## src/rtl/mdu_pkg.sv

```systemverilog
// mdu_pkg: shared definitions for the multiply/divide unit.
//   MDU_DATA_SIZE    default operand and HI/LO width
//   MDU_MULT..DIVU   2-bit op codes (also used by the control decoder)
//   mdu_state_e      control FSM states
//   op_is_div/op_is_signed   op-code decode helpers
package mdu_pkg;

    localparam int MDU_DATA_SIZE = 32;

    localparam logic [1:0] MDU_MULT  = 2'b00;
    localparam logic [1:0] MDU_MULTU = 2'b01;
    localparam logic [1:0] MDU_DIV   = 2'b10;
    localparam logic [1:0] MDU_DIVU  = 2'b11;

    typedef enum logic [1:0] {
        MDU_IDLE = 2'b00,
        MDU_PREP = 2'b01,
        MDU_CALC = 2'b10,
        MDU_FIX  = 2'b11
    } mdu_state_e;

    // Bit 1 of the op code separates divide from multiply.
    function automatic logic op_is_div(input logic [1:0] op);
        return op[1];
    endfunction

    // Bit 0 set means the unsigned flavour.
    function automatic logic op_is_signed(input logic [1:0] op);
        return ~op[0];
    endfunction

endpackage

```

## src/rtl/mdu_if.sv

```systemverilog
// mdu_if: request/result bundle between the EX stage and the MDU.
//   i_start, i_op, i_data_a, i_data_b   operation request and operands
//   i_mthi, i_mtlo                      move-to-HI/LO requests (data on i_data_a)
//   o_busy, o_done, o_hi, o_lo          status and architectural HI/LO
// master: EX-stage side; slave: the MDU itself.
interface mdu_if
    import mdu_pkg::*;
#(
    parameter int DATA_SIZE = MDU_DATA_SIZE
);
    logic                 i_start;
    logic [1:0]           i_op;
    logic [DATA_SIZE-1:0] i_data_a;
    logic [DATA_SIZE-1:0] i_data_b;
    logic                 i_mthi;
    logic                 i_mtlo;
    logic                 o_busy;
    logic                 o_done;
    logic [DATA_SIZE-1:0] o_hi;
    logic [DATA_SIZE-1:0] o_lo;

    modport master (
        output i_start, i_op, i_data_a, i_data_b, i_mthi, i_mtlo,
        input  o_busy, o_done, o_hi, o_lo
    );

    modport slave (
        input  i_start, i_op, i_data_a, i_data_b, i_mthi, i_mtlo,
        output o_busy, o_done, o_hi, o_lo
    );
endinterface

```

## src/rtl/mdu_div_step.sv

```systemverilog
// mdu_div_step: one combinational restoring-division iteration.
//   i_rem      partial remainder (DATA_SIZE+1 bits)
//   i_bit      next dividend bit shifted in at the bottom
//   i_divisor  divisor magnitude
//   o_rem      next partial remainder
//   o_q        quotient bit produced by this iteration
module mdu_div_step #(
    parameter int DATA_SIZE = 32
) (
    input  logic [DATA_SIZE:0]   i_rem,
    input  logic                 i_bit,
    input  logic [DATA_SIZE-1:0] i_divisor,
    output logic [DATA_SIZE:0]   o_rem,
    output logic                 o_q
);
    logic [DATA_SIZE+1:0] shifted;
    logic [DATA_SIZE+1:0] diff;

    // The trial subtraction is one bit wider than the remainder so its MSB
    // is the borrow: no borrow means the divisor fit and the difference is kept.
    always_comb begin
        shifted = {i_rem, i_bit};
        diff    = shifted - {2'b00, i_divisor};
        o_q     = ~diff[DATA_SIZE+1];
        o_rem   = o_q ? diff[DATA_SIZE:0] : shifted[DATA_SIZE:0];
    end
endmodule

```

## src/rtl/mdu.sv

```systemverilog
// mdu: iterative MULT/MULTU/DIV/DIVU unit with architectural HI/LO.
//   i_clk     rising-edge clock
//   i_reset   synchronous active-low reset
//   bus       mdu_if slave: request, operands, MTHI/MTLO, busy/done, HI/LO
// IDLE -> PREP (1) -> CALC (DATA_SIZE) -> FIX (1) -> IDLE.
module mdu
    import mdu_pkg::*;
#(
    parameter int DATA_SIZE = MDU_DATA_SIZE
) (
    input  logic  i_clk,
    input  logic  i_reset,
    mdu_if.slave  bus
);
    localparam int W  = DATA_SIZE;
    localparam int CW = (W > 1) ? $clog2(W) : 1;

    mdu_state_e     state_q, state_d;
    logic [CW-1:0]  cnt_q, cnt_d;
    logic [1:0]     op_q, op_d;
    logic [W-1:0]   a_q, a_d;
    logic [W-1:0]   b_q, b_d;
    logic [W-1:0]   opnd_q, opnd_d;
    logic [2*W:0]   prod_q, prod_d;
    logic           neg_res_q, neg_res_d;
    logic           neg_rem_q, neg_rem_d;
    logic           div0_q, div0_d;
    logic [W-1:0]   hi_q, hi_d;
    logic [W-1:0]   lo_q, lo_d;
    logic           done_q, done_d;

    logic           a_neg, b_neg;
    logic [W-1:0]   abs_a, abs_b;
    logic [W:0]     mul_sum;
    logic [W:0]     step_rem;
    logic           step_q;
    logic [2*W-1:0] mul_res;
    logic [W-1:0]   quo_res, rem_res;

    // prod_q is shared: for multiply {acc, multiplier}, for divide
    // {remainder, dividend/quotient}; the quotient shifts in as the dividend shifts out.
    mdu_div_step #(.DATA_SIZE(W)) u_div_step (
        .i_rem     (prod_q[2*W:W]),
        .i_bit     (prod_q[W-1]),
        .i_divisor (opnd_q),
        .o_rem     (step_rem),
        .o_q       (step_q)
    );

    assign a_neg   = op_is_signed(op_q) & a_q[W-1];
    assign b_neg   = op_is_signed(op_q) & b_q[W-1];
    assign abs_a   = a_neg ? -a_q : a_q;
    assign abs_b   = b_neg ? -b_q : b_q;
    assign mul_sum = prod_q[2*W:W] + (prod_q[0] ? {1'b0, opnd_q} : '0);
    assign mul_res = neg_res_q ? -prod_q[2*W-1:0] : prod_q[2*W-1:0];
    assign quo_res = neg_res_q ? -prod_q[W-1:0] : prod_q[W-1:0];
    assign rem_res = neg_rem_q ? -prod_q[2*W-1:W] : prod_q[2*W-1:W];

    // Next-state and datapath control; everything holds unless a state acts on it.
    always_comb begin
        state_d   = state_q;
        cnt_d     = cnt_q;
        op_d      = op_q;
        a_d       = a_q;
        b_d       = b_q;
        opnd_d    = opnd_q;
        prod_d    = prod_q;
        neg_res_d = neg_res_q;
        neg_rem_d = neg_rem_q;
        div0_d    = div0_q;
        hi_d      = hi_q;
        lo_d      = lo_q;
        done_d    = 1'b0;

        case (state_q)
            MDU_IDLE: begin
                // A start request takes priority over a simultaneous move.
                if (bus.i_start) begin
                    state_d = MDU_PREP;
                    op_d    = bus.i_op;
                    a_d     = bus.i_data_a;
                    b_d     = bus.i_data_b;
                end else begin
                    if (bus.i_mthi) hi_d = bus.i_data_a;
                    if (bus.i_mtlo) lo_d = bus.i_data_a;
                end
            end
            MDU_PREP: begin
                opnd_d    = op_is_div(op_q) ? abs_b : abs_a;
                prod_d    = {{(W+1){1'b0}}, (op_is_div(op_q) ? abs_a : abs_b)};
                neg_res_d = a_neg ^ b_neg;
                neg_rem_d = a_neg;
                div0_d    = op_is_div(op_q) & (b_q == '0);
                cnt_d     = '0;
                state_d   = MDU_CALC;
            end
            MDU_CALC: begin
                if (op_is_div(op_q)) begin
                    prod_d = {step_rem, prod_q[W-2:0], step_q};
                end else begin
                    prod_d = {1'b0, mul_sum, prod_q[W-1:1]};
                end
                cnt_d = cnt_q + CW'(1);
                if (cnt_q == CW'(W-1)) state_d = MDU_FIX;
            end
            MDU_FIX: begin
                // Divide by zero bypasses sign correction entirely.
                if (!op_is_div(op_q)) begin
                    hi_d = mul_res[2*W-1:W];
                    lo_d = mul_res[W-1:0];
                end else if (div0_q) begin
                    hi_d = a_q;
                    lo_d = '1;
                end else begin
                    hi_d = rem_res;
                    lo_d = quo_res;
                end
                done_d  = 1'b1;
                state_d = MDU_IDLE;
            end
            default: state_d = MDU_IDLE;
        endcase
    end

    // State and datapath registers with synchronous active-low reset.
    always_ff @(posedge i_clk) begin
        if (!i_reset) begin
            state_q   <= MDU_IDLE;
            cnt_q     <= '0;
            op_q      <= '0;
            a_q       <= '0;
            b_q       <= '0;
            opnd_q    <= '0;
            prod_q    <= '0;
            neg_res_q <= 1'b0;
            neg_rem_q <= 1'b0;
            div0_q    <= 1'b0;
            hi_q      <= '0;
            lo_q      <= '0;
            done_q    <= 1'b0;
        end else begin
            state_q   <= state_d;
            cnt_q     <= cnt_d;
            op_q      <= op_d;
            a_q       <= a_d;
            b_q       <= b_d;
            opnd_q    <= opnd_d;
            prod_q    <= prod_d;
            neg_res_q <= neg_res_d;
            neg_rem_q <= neg_rem_d;
            div0_q    <= div0_d;
            hi_q      <= hi_d;
            lo_q      <= lo_d;
            done_q    <= done_d;
        end
    end

    assign bus.o_busy = (state_q != MDU_IDLE);
    assign bus.o_done = done_q;
    assign bus.o_hi   = hi_q;
    assign bus.o_lo   = lo_q;
endmodule
```

## src/flat_wrapper.sv

```systemverilog
// flat-port wrapper written by rule: the top's interface ports become plain ports
module mdu_flat import mdu_pkg::*;
#(
    parameter int DATA_SIZE = MDU_DATA_SIZE
)
  (i_clk, i_reset, bus_i_start, bus_i_op, bus_i_data_a, bus_i_data_b, bus_i_mthi, bus_i_mtlo, bus_o_busy, bus_o_done, bus_o_hi, bus_o_lo);
  mdu_if #(.DATA_SIZE(DATA_SIZE)) bus_i ();
  input  logic i_clk;
  input  logic i_reset;
  input wire logic [$bits(bus_i.i_start)-1:0] bus_i_start;
  input wire logic [$bits(bus_i.i_op)-1:0] bus_i_op;
  input wire logic [$bits(bus_i.i_data_a)-1:0] bus_i_data_a;
  input wire logic [$bits(bus_i.i_data_b)-1:0] bus_i_data_b;
  input wire logic [$bits(bus_i.i_mthi)-1:0] bus_i_mthi;
  input wire logic [$bits(bus_i.i_mtlo)-1:0] bus_i_mtlo;
  output wire logic [$bits(bus_i.o_busy)-1:0] bus_o_busy;
  output wire logic [$bits(bus_i.o_done)-1:0] bus_o_done;
  output wire logic [$bits(bus_i.o_hi)-1:0] bus_o_hi;
  output wire logic [$bits(bus_i.o_lo)-1:0] bus_o_lo;
  assign bus_i.i_start = bus_i_start;
  assign bus_i.i_op = bus_i_op;
  assign bus_i.i_data_a = bus_i_data_a;
  assign bus_i.i_data_b = bus_i_data_b;
  assign bus_i.i_mthi = bus_i_mthi;
  assign bus_i.i_mtlo = bus_i_mtlo;
  assign bus_o_busy = bus_i.o_busy;
  assign bus_o_done = bus_i.o_done;
  assign bus_o_hi = bus_i.o_hi;
  assign bus_o_lo = bus_i.o_lo;
  mdu #(.DATA_SIZE(DATA_SIZE)) u_core (.i_clk(i_clk), .i_reset(i_reset), .bus(bus_i));
endmodule
```

## config.mk

```make
export PLATFORM = sky130hd
export DESIGN_NAME = mdu_flat
export DESIGN_NICKNAME = d
export VERILOG_FILES = /design/src/rtl/mdu_pkg.sv /design/src/rtl/mdu_if.sv /design/src/rtl/mdu_div_step.sv /design/src/rtl/mdu.sv /design/src/flat_wrapper.sv
export SDC_FILE = /design/constraint.sdc
export NUM_CORES = 1
export LEC_CHECK = 0
export CAP_MARGIN = 20
export CORE_ASPECT_RATIO = 0.8
export CORE_MARGIN = 4
export CORE_UTILIZATION = 38
export DETAILED_ROUTE_END_ITERATION = 8
export GPL_ROUTABILITY_DRIVEN = 0
export GPL_TIMING_DRIVEN = 0
export RECOVER_POWER = 50
export SYNTH_ARGS = -nofsm -noshare
export SYNTH_HDL_FRONTEND = slang
export SYNTH_HIERARCHICAL = 1
export SYNTH_SLANG_ARGS = --single-unit
```

## constraint.sdc

```tcl
create_clock -name i_clk -period 3.7 [get_ports i_clk]
set_clock_uncertainty 0.15 [all_clocks]
set_input_delay 0.74 -clock i_clk [delete_from_list [all_inputs] [get_ports i_clk]]
set_output_delay 0.74 -clock i_clk [all_outputs]
set_load 0.02 [all_outputs]
```

# Word level (Yosys, flattened, before mapping)
# Cells that the tools add are included.
[totals]
regBits = 238
inputBits = 71
out_inout_bits = 66
wordCells = 71
[op_classes]
n_addsub = 8
eq_ne = 9
muxes = 26
bitwise_logic = 6
reduce_logical = 9
[op_table]
columns = ["cell", "n"]
rows = [
  ["$mux W32", 15],
  ["$pmux W65 S2", 1],
  ["$neg A32 Y32", 4],
  ["$pmux W32 S2", 2],
  ["$mux W65", 1],
  ["$mux W64", 1],
  ["$neg A64 Y64", 1],
  ["$sub A34 B32 Y34", 1],
  ["$add A33 B33 Y33", 1],
  ["$mux W33", 1],
  ["$logic_not A32 Y1", 1],
  ["$pmux W5 S2", 1],
  ["$ne A2 B2 Y1 const B", 4],
  ["$pmux W2 S4", 1],
  ["$reduce_and A3 Y1", 2],
  ["$reduce_bool A2 Y1", 3],
  ["$add A5 B1 Y5 const B", 1],
  ["$eq A5 B5 Y1 const B", 1],
  ["$eq A2 B2 Y1 const B", 2],
  ["$mux W2", 2],
  ["$reduce_and A2 Y1", 2],
  ["$and A1 B1 Y1", 3],
  ["$eq A2 B1 Y1 const B", 1],
  ["$logic_not A2 Y1", 1],
  ["other kinds (4)", 5],
]

# Logic depth before layout (Yosys ltp)
[depth]
word_depth = 5
depth_mapped = 19
ltp_nobuf = 17

# Modules after synthesis
# Netlist, hierarchy kept.
[by_module_without_submodules]
columns = ["mod", "instances", "cells_each", "area_each_um2"]
rows = [
  ["mdu", 1, 2221, 16348.2],
  ["mdu_div_step", 1, 306, 2213.4],
]

# Worst setup path before layout
# No wires, ideal clock.
[synth_path]
path_type = "reg-to-reg"
start = "register u_core.prod_q[0]"
end = "register u_core.prod_q[63]"
setup_ps = 117
arrival_time_ps = 3253
setup_slack_ps = 179
path_stages_with_launch = 13
period_less_slack_ps = 3521
path_cell_list = "dfxtp_1 clkbuf_1 clkbuf_1 and2_1 ha_1 fa_1 a21oi_1 o22ai_1 o41ai_1 nor3_1 o41a_1 or3_1 a32o_1"
[synth_via]
elab_chain_cells = 4
[synth_lines]
columns = ["element", "line", "source"]
rows = [
  ["start: declaration", "mdu.sv:24", "logic [2*W:0] prod_q, prod_d;"],
  ["start signal: assignment", "mdu.sv:148", "prod_q <= prod_d;"],
  ["$mux W32", "mdu.sv:54", "assign mul_sum = prod_q[2*W:W] + (prod_q[0] ? {1'b0, opnd_q} : '0);"],
  ["$add A33 B33 Y33", "mdu.sv:54", ""],
  ["$mux W65", "mdu.sv:98", "if (op_is_div(op_q)) begin"],
  ["$pmux W65 S2", "mdu.sv:75", "case (state_q)"],
]
# Every way passes these cells.
# A chain may end at the register's enable or synchronous reset.

# Worst setup path after layout
[layout_path]
start = "register u_core.op_q[1]"
end = "register u_core.hi_q[1], in the netlist u_core/bus.o_hi[1]"
[layout_via]
elab_chain_cells = 2
[layout_lines]
columns = ["element", "line", "source"]
rows = [
  ["start: declaration", "mdu.sv:20", "logic [1:0] op_q, op_d;"],
  ["start signal: assignment", "mdu.sv:144", "op_q <= op_d;"],
  ["$mux W32", "mdu.sv:108", "if (!op_is_div(op_q)) begin"],
  ["$pmux W32 S2", "mdu.sv:75", ""],
  ["end signal: assignment", "mdu.sv:152", "hi_q <= hi_d;"],
  ["end: declaration", "mdu.sv:28", "logic [W-1:0] hi_q, hi_d;"],
]
# Every way passes these cells.

==> impl_results.html <==
<table>
<tr><th>Metric</th><th>Value</th></tr>
<tr><th colspan="2">Routing</th></tr>
<tr><td>Routed wire per std cell</td><td>26.2 um</td></tr>
<tr><td>Drt total wl</td><td>88.4 mm</td></tr>
<tr><td>First-iteration detailed-routing DRC count</td><td>3262</td></tr>
<tr><td>Post-DR vias/cell</td><td>6.41</td></tr>
<tr><td>DR DRC count</td><td>0</td></tr>
<tr><td>Overall via count from detail_route</td><td>21600</td></tr>
<tr><td>Remaining antenna violation count after routing</td><td>0</td></tr>
<tr><td>DR pass1 iterations</td><td>9</td></tr>
<tr><th colspan="2">Critical path</th></tr>
<tr><td>R2R depth</td><td>5</td></tr>
<tr><td>Setup crit end kind</td><td>flop</td></tr>
<tr><td>Buf/Inv on CP</td><td>3</td></tr>
<tr><td>Critical path's slowest cell</td><td>sky130_fd_sc_hd__buf_1</td></tr>
<tr><td>Cells along the critical path</td><td>clkbuf_1 &gt; clkbuf_1 &gt; buf_1 &gt; a31oi_1 &gt; a31oi_1</td></tr>
<tr><td>Worst setup path endpoint</td><td>u_core/bus.o_hi[1]</td></tr>
<tr><td>Data arrival time of the critical path</td><td>about 4200 ps</td></tr>
<tr><td>Origin of the worst setup path</td><td>u_core/op_q[1]</td></tr>
<tr><td>Data required, critical path</td><td>4030 ps</td></tr>
<tr><td>Largest stage delay, worst path</td><td>870 ps</td></tr>
<tr><td>Crit Path Class</td><td>flop to flop</td></tr>
<tr><td>Critical Path Stages</td><td>5</td></tr>
<tr><td>Start of the worst register-to-register path</td><td>u_core/op_q[1]</td></tr>
<tr><td>Startpoint type of the worst setup path</td><td>flop</td></tr>
<tr><td>Highest fanout seen on the critical path</td><td>10</td></tr>
<tr><td>Crit-path leading delay family</td><td>buffers and inverters</td></tr>
<tr><td>Reg-to-reg slack, setup</td><td>-190 ps</td></tr>
<tr><td>R2r endpoint</td><td>u_core/bus.o_hi[1]</td></tr>
<tr><th colspan="2">Final layout</th></tr>
<tr><td>Net count of the finished layout</td><td>2868</td></tr>
<tr><td>Non-Filler Cell Area, Final</td><td>roughly 22000 sq um</td></tr>
<tr><td>Fill cells</td><td>4828</td></tr>
<tr><td>Most common library cell in the layout ignoring fill and taps</td><td>sky130_fd_sc_hd__nand2_1</td></tr>
<tr><td>Utilization of the core after routing</td><td>46.5%</td></tr>
<tr><td>Combined flip-flop and latch cell area</td><td>about 4800 sq um</td></tr>
<tr><td>Non-filler cells, final</td><td>roughly 3400</td></tr>
<tr><td>Area growth from synthesis to layout</td><td>20.9%</td></tr>
<tr><td>Share of layout cells above drive strength 1</td><td>8.62%</td></tr>
<tr><td>Footprint of the multi-input gates</td><td>13200 sq um</td></tr>
<tr><td>Most frequent cells in the layout</td><td>sky130_fd_sc_hd__nand2_1 (368), sky130_fd_sc_hd__a21oi_1 (235), sky130_fd_sc_hd__dfxtp_1 (212)</td></tr>
<tr><th colspan="2">Outcome</th></tr>
<tr><td>Failing checks</td><td>setup timing</td></tr>
<tr><td>Outcome</td><td>complete, but fails checks</td></tr>
<tr><th colspan="2">STA</th></tr>
<tr><td>Crit path setup slack, layout</td><td>-190 ps</td></tr>
<tr><td>Hold_ws</td><td>301 ps</td></tr>
<tr><td>Setup-violating endpoint count in the final report</td><td>22</td></tr>
<tr><td>Number of pins exceeding their max-slew limit in the final report</td><td>0</td></tr>
<tr><td>Maximum achievable frequency</td><td>257 MHz</td></tr>
<tr><td>Worst slew margin relative to its limit</td><td>25.0%</td></tr>
<tr><td>Share of the cycle needed by the critical path after routing</td><td>105%</td></tr>
<tr><td>Post-route minimum period</td><td>3890 ps</td></tr>
<tr><td>Setup repair after global routing missed its margin</td><td>true</td></tr>
<tr><td>Final count of hold timing violations</td><td>0</td></tr>
<tr><td>Tightest Pin Transition</td><td>1130 ps</td></tr>
<tr><th colspan="2">Logic synthesis</th></tr>
<tr><td>Leading post-synthesis cells by cell area</td><td>sky130_fd_sc_hd__dfxtp_1 (26%), sky130_fd_sc_hd__nand2_1 (7.5%), sky130_fd_sc_hd__a21oi_1 (6.6%)</td></tr>
<tr><td>Yosys warning count</td><td>6</td></tr>
<tr><td>Dominant register cell in the synthesized netlist</td><td>sky130_fd_sc_hd__dfxtp_1</td></tr>
<tr><td>Async set-or-reset flop fraction in the synthesized netlist</td><td>0%</td></tr>
<tr><td>Fraction of the yosys area taken by sequential cells</td><td>25.7%</td></tr>
<tr><td>Top cell type's share of synthesized area</td><td>25.7%</td></tr>
<tr><td>Mean post-synth cell area</td><td>7.35 sq um</td></tr>
<tr><td>Summed instance area of the synthesized netlist</td><td>18600 sq um</td></tr>
<tr><td>Count of flip-flops with a built-in enable after synthesis</td><td>0</td></tr>
<tr><td>Post-synthesis register bit count</td><td>~240</td></tr>
<tr><td>Distinct cells, synth</td><td>95</td></tr>
<tr><td>Gate count of the mapped netlist</td><td>2527</td></tr>
<tr><td>Synthesized netlist net count</td><td>2674</td></tr>
<tr><td>Post-synthesis cell type with the largest combined area</td><td>sky130_fd_sc_hd__dfxtp_1</td></tr>
<tr><th colspan="2">GRT</th></tr>
<tr><td>GRT Overall Usage</td><td>31.9%</td></tr>
<tr><td>Met3 routing resource usage after global routing</td><td>12.1%</td></tr>
<tr><td>Global Route met1 Usage</td><td>44.8%</td></tr>
<tr><td>First-pass GRT wire length</td><td>126 mm</td></tr>
<tr><td>Pin count of the biggest net entering global routing</td><td>14</td></tr>
<tr><td>Number of global-route vias before repair</td><td>19700</td></tr>
<tr><td>Grt ovf</td><td>0</td></tr>
<tr><td>Met2 capacity usage during global routing</td><td>43.4%</td></tr>
<tr><td>Number of antenna violations at the first check in global routing</td><td>4</td></tr>
<tr><td>Busiest metal layer after global routing</td><td>met1</td></tr>
<tr><th colspan="2">Power</th></tr>
<tr><td>Leak</td><td>8.49 nW</td></tr>
<tr><td>Internal power component</td><td>around 8.5 mW</td></tr>
<tr><td>Part of the power in the clock network</td><td>between 10% and 20%</td></tr>
<tr><td>Part of the total power dissipated in combinational logic</td><td>~60%</td></tr>
<tr><td>Sequential share of power</td><td>23.0%</td></tr>
<tr><td>Net Sw Power</td><td>8.01 mW</td></tr>
<tr><td>Share of total power consumed by net switching</td><td>just under 50%</td></tr>
<tr><td>Cell area power density</td><td>738 nW/um^2</td></tr>
<tr><td>Peak ir drop on the vdd network</td><td>0.000398 V</td></tr>
<tr><th colspan="2">Floorplanning</th></tr>
<tr><td>Floorplan core area</td><td>48300 sq um</td></tr>
<tr><td>Total die area</td><td>52500 sq um</td></tr>
<tr><td>X dimension of the die</td><td>255 um</td></tr>
<tr><td>Number of standard-cell rows in the floorplan</td><td>72</td></tr>
<tr><td>Die Y</td><td>206 um</td></tr>
<tr><td>Starting Density</td><td>38.4%</td></tr>
<tr><td>Number of top-level pins</td><td>137</td></tr>
<tr><th colspan="2">Clock tree</th></tr>
<tr><td>Clock insertion delay at the later pin of the skew report</td><td>560 ps</td></tr>
<tr><td>Buffer depth of the longest clock path</td><td>3</td></tr>
<tr><td>Clock tree from TritonCTS</td><td>done</td></tr>
<tr><td>Total number of clock tree sinks</td><td>~240</td></tr>
<tr><td>Clock buffers created by TritonCTS</td><td>26</td></tr>
<tr><td>Clock-pin slew on the worst setup and hold paths</td><td>about 60 ps</td></tr>
<tr><td>Buffer type at the clock tree root</td><td>sky130_fd_sc_hd__clkbuf_16</td></tr>
<tr><td>Number of hold buffers added after CTS</td><td>0</td></tr>
<tr><td>H-tree Lvls</td><td>1</td></tr>
<tr><th colspan="2">Min path</th></tr>
<tr><td>Class of the tightest hold or removal check</td><td>flop to flop</td></tr>
<tr><th colspan="2">Placed design</th></tr>
<tr><td>Number of placed cells counting well taps</td><td>about 3300</td></tr>
<tr><td>Number of input and output port buffers inserted</td><td>approximately 140</td></tr>
<tr><td>Post-placement cell area</td><td>20700 sq um</td></tr>
<tr><td>Estimated wirelength of the detail-placed design</td><td>69.4 mm</td></tr>
<tr><td>Worst slack after detailed placement</td><td>-802 ps</td></tr>
<tr><th colspan="2">Flow run</th></tr>
<tr><td>Max Cap Violations</td><td>0</td></tr>
</table>
repair_timing:
item / 4_1_cts / 5_1_grt
pin swaps: 16 / 27
gates cloned: 0 / 1
hold endpoints to repair: 0 / 0
resized for setup: 85 / 88
endpoints found under the setup margin: 34 / 38
buffers inserted: 25 / 12
flip-flops by register name, indices dropped and copies added, names as in the netlist:
| signal | count |
|---|---|
| u_core/prod_q | 65 |
| u_core/a_q | 32 |
| u_core/b_q | 32 |
| u_core/bus.o_hi | 32 |
| u_core/bus.o_lo | 32 |
| u_core/opnd_q | 32 |
| u_core/cnt_q | 5 |
| u_core/op_q | 2 |
| u_core/state_q | 2 |
| u_core/bus.o_done | 1 |
| u_core/div0_q | 1 |
| u_core/neg_rem_q | 1 |
| u_core/neg_res_q | 1 |
kinds of logic after synthesis:
kind of cell | synth area share [%]
AOI/OAI and AO/OA | 27.5
adders and majority gates | 5.20
xor gates and xnor gates | 8.49
and+or+nand+nor | 22.9
muxes | 4.44
buffers and inverters | 5.82
DFF | 25.7
routing by layer:
layer	up-vias	share of wire [%]
met5	-	0
met1	10100	41
met2	1633	38
met3	304	16
met4	0	5.4
li1	9532	-
cell usage after synthesis (all sizes together) (33+ instances only):
cell type and instances:
a21o 38, a21oi 247, a31oi 33, and2 45, clkbuf 160, dfxtp 238
ha 74, inv 93, mux2i 35, nand2 369, nand3 51, nor2 177
nor3 59, o211ai 36, o21ai 181, o221ai 34, o31ai 42, xnor2 126
xor2 54
stage by stage:
step                      TNS [ps]  power [mW]
after floorplan                  0        9.00
after global placement      -20470        11.9
after detailed placement    -22050        12.0
after CTS                     -459        15.4
after global routing         -3980        17.2
final                        -1400        16.6
final cells by class:
| type | instances | area share [%] |
|---|---|---|
| well taps | 629 | 3.51 |
| repair buffers | 174 | 7.57 |
| clock buffers | 36 | 3.43 |
| clock inverters | 9 | 0.563 |
| flip-flops and latches | 238 | 21.5 |
| plain buffers | 177 | 3.18 |
| inverters | 95 | 1.59 |
| diodes | 2 | 0.0223 |
| multi-input cells | 2009 | 58.7 |
how the worst min path moves through the flow:
stage | from | end | depth (start not counted)
2_1_floorplan | u_core/opnd_q[24] | u_core/opnd_q[24] | 2
3_3_place_gp | u_core/bus.o_lo[31] | u_core/bus.o_lo[31] | 2
3_5_place_dp | u_core/bus.o_lo[9] | u_core/bus.o_lo[9] | 2
4_1_cts | u_core/bus.o_lo[9] | u_core/bus.o_lo[9] | 2
5_1_grt | u_core/bus.o_lo[5] | u_core/bus.o_lo[5] | 2
6_report | u_core/bus.o_lo[15] | u_core/bus.o_lo[15] | 2
power groups by stage:
| stage | Combinational [mW] | Sequential, mW | Clock (mW) |
|---|---|---|---|
| 5_1_grt | 10.4 | 3.82 | 2.92 |
| 3_3_place_gp | 8.16 | 3.77 | 0 |
| 6_report | 9.95 | 3.81 | 2.80 |
| 3_5_place_dp | 8.22 | 3.78 | 0 |
| 2_1_floorplan | 5.38 | 3.62 | 0 |
| 4_1_cts | 8.82 | 3.75 | 2.81 |
worst reg2reg max path: cells and delay by family (launching register included):
family / cells / cell delay [ps]
buffers and inverters: 3 / 2340
AO/OA/AOI/OAI: 2 / 670
flip-flops: 1 / 660
Power figures use the tool's default switching activity.
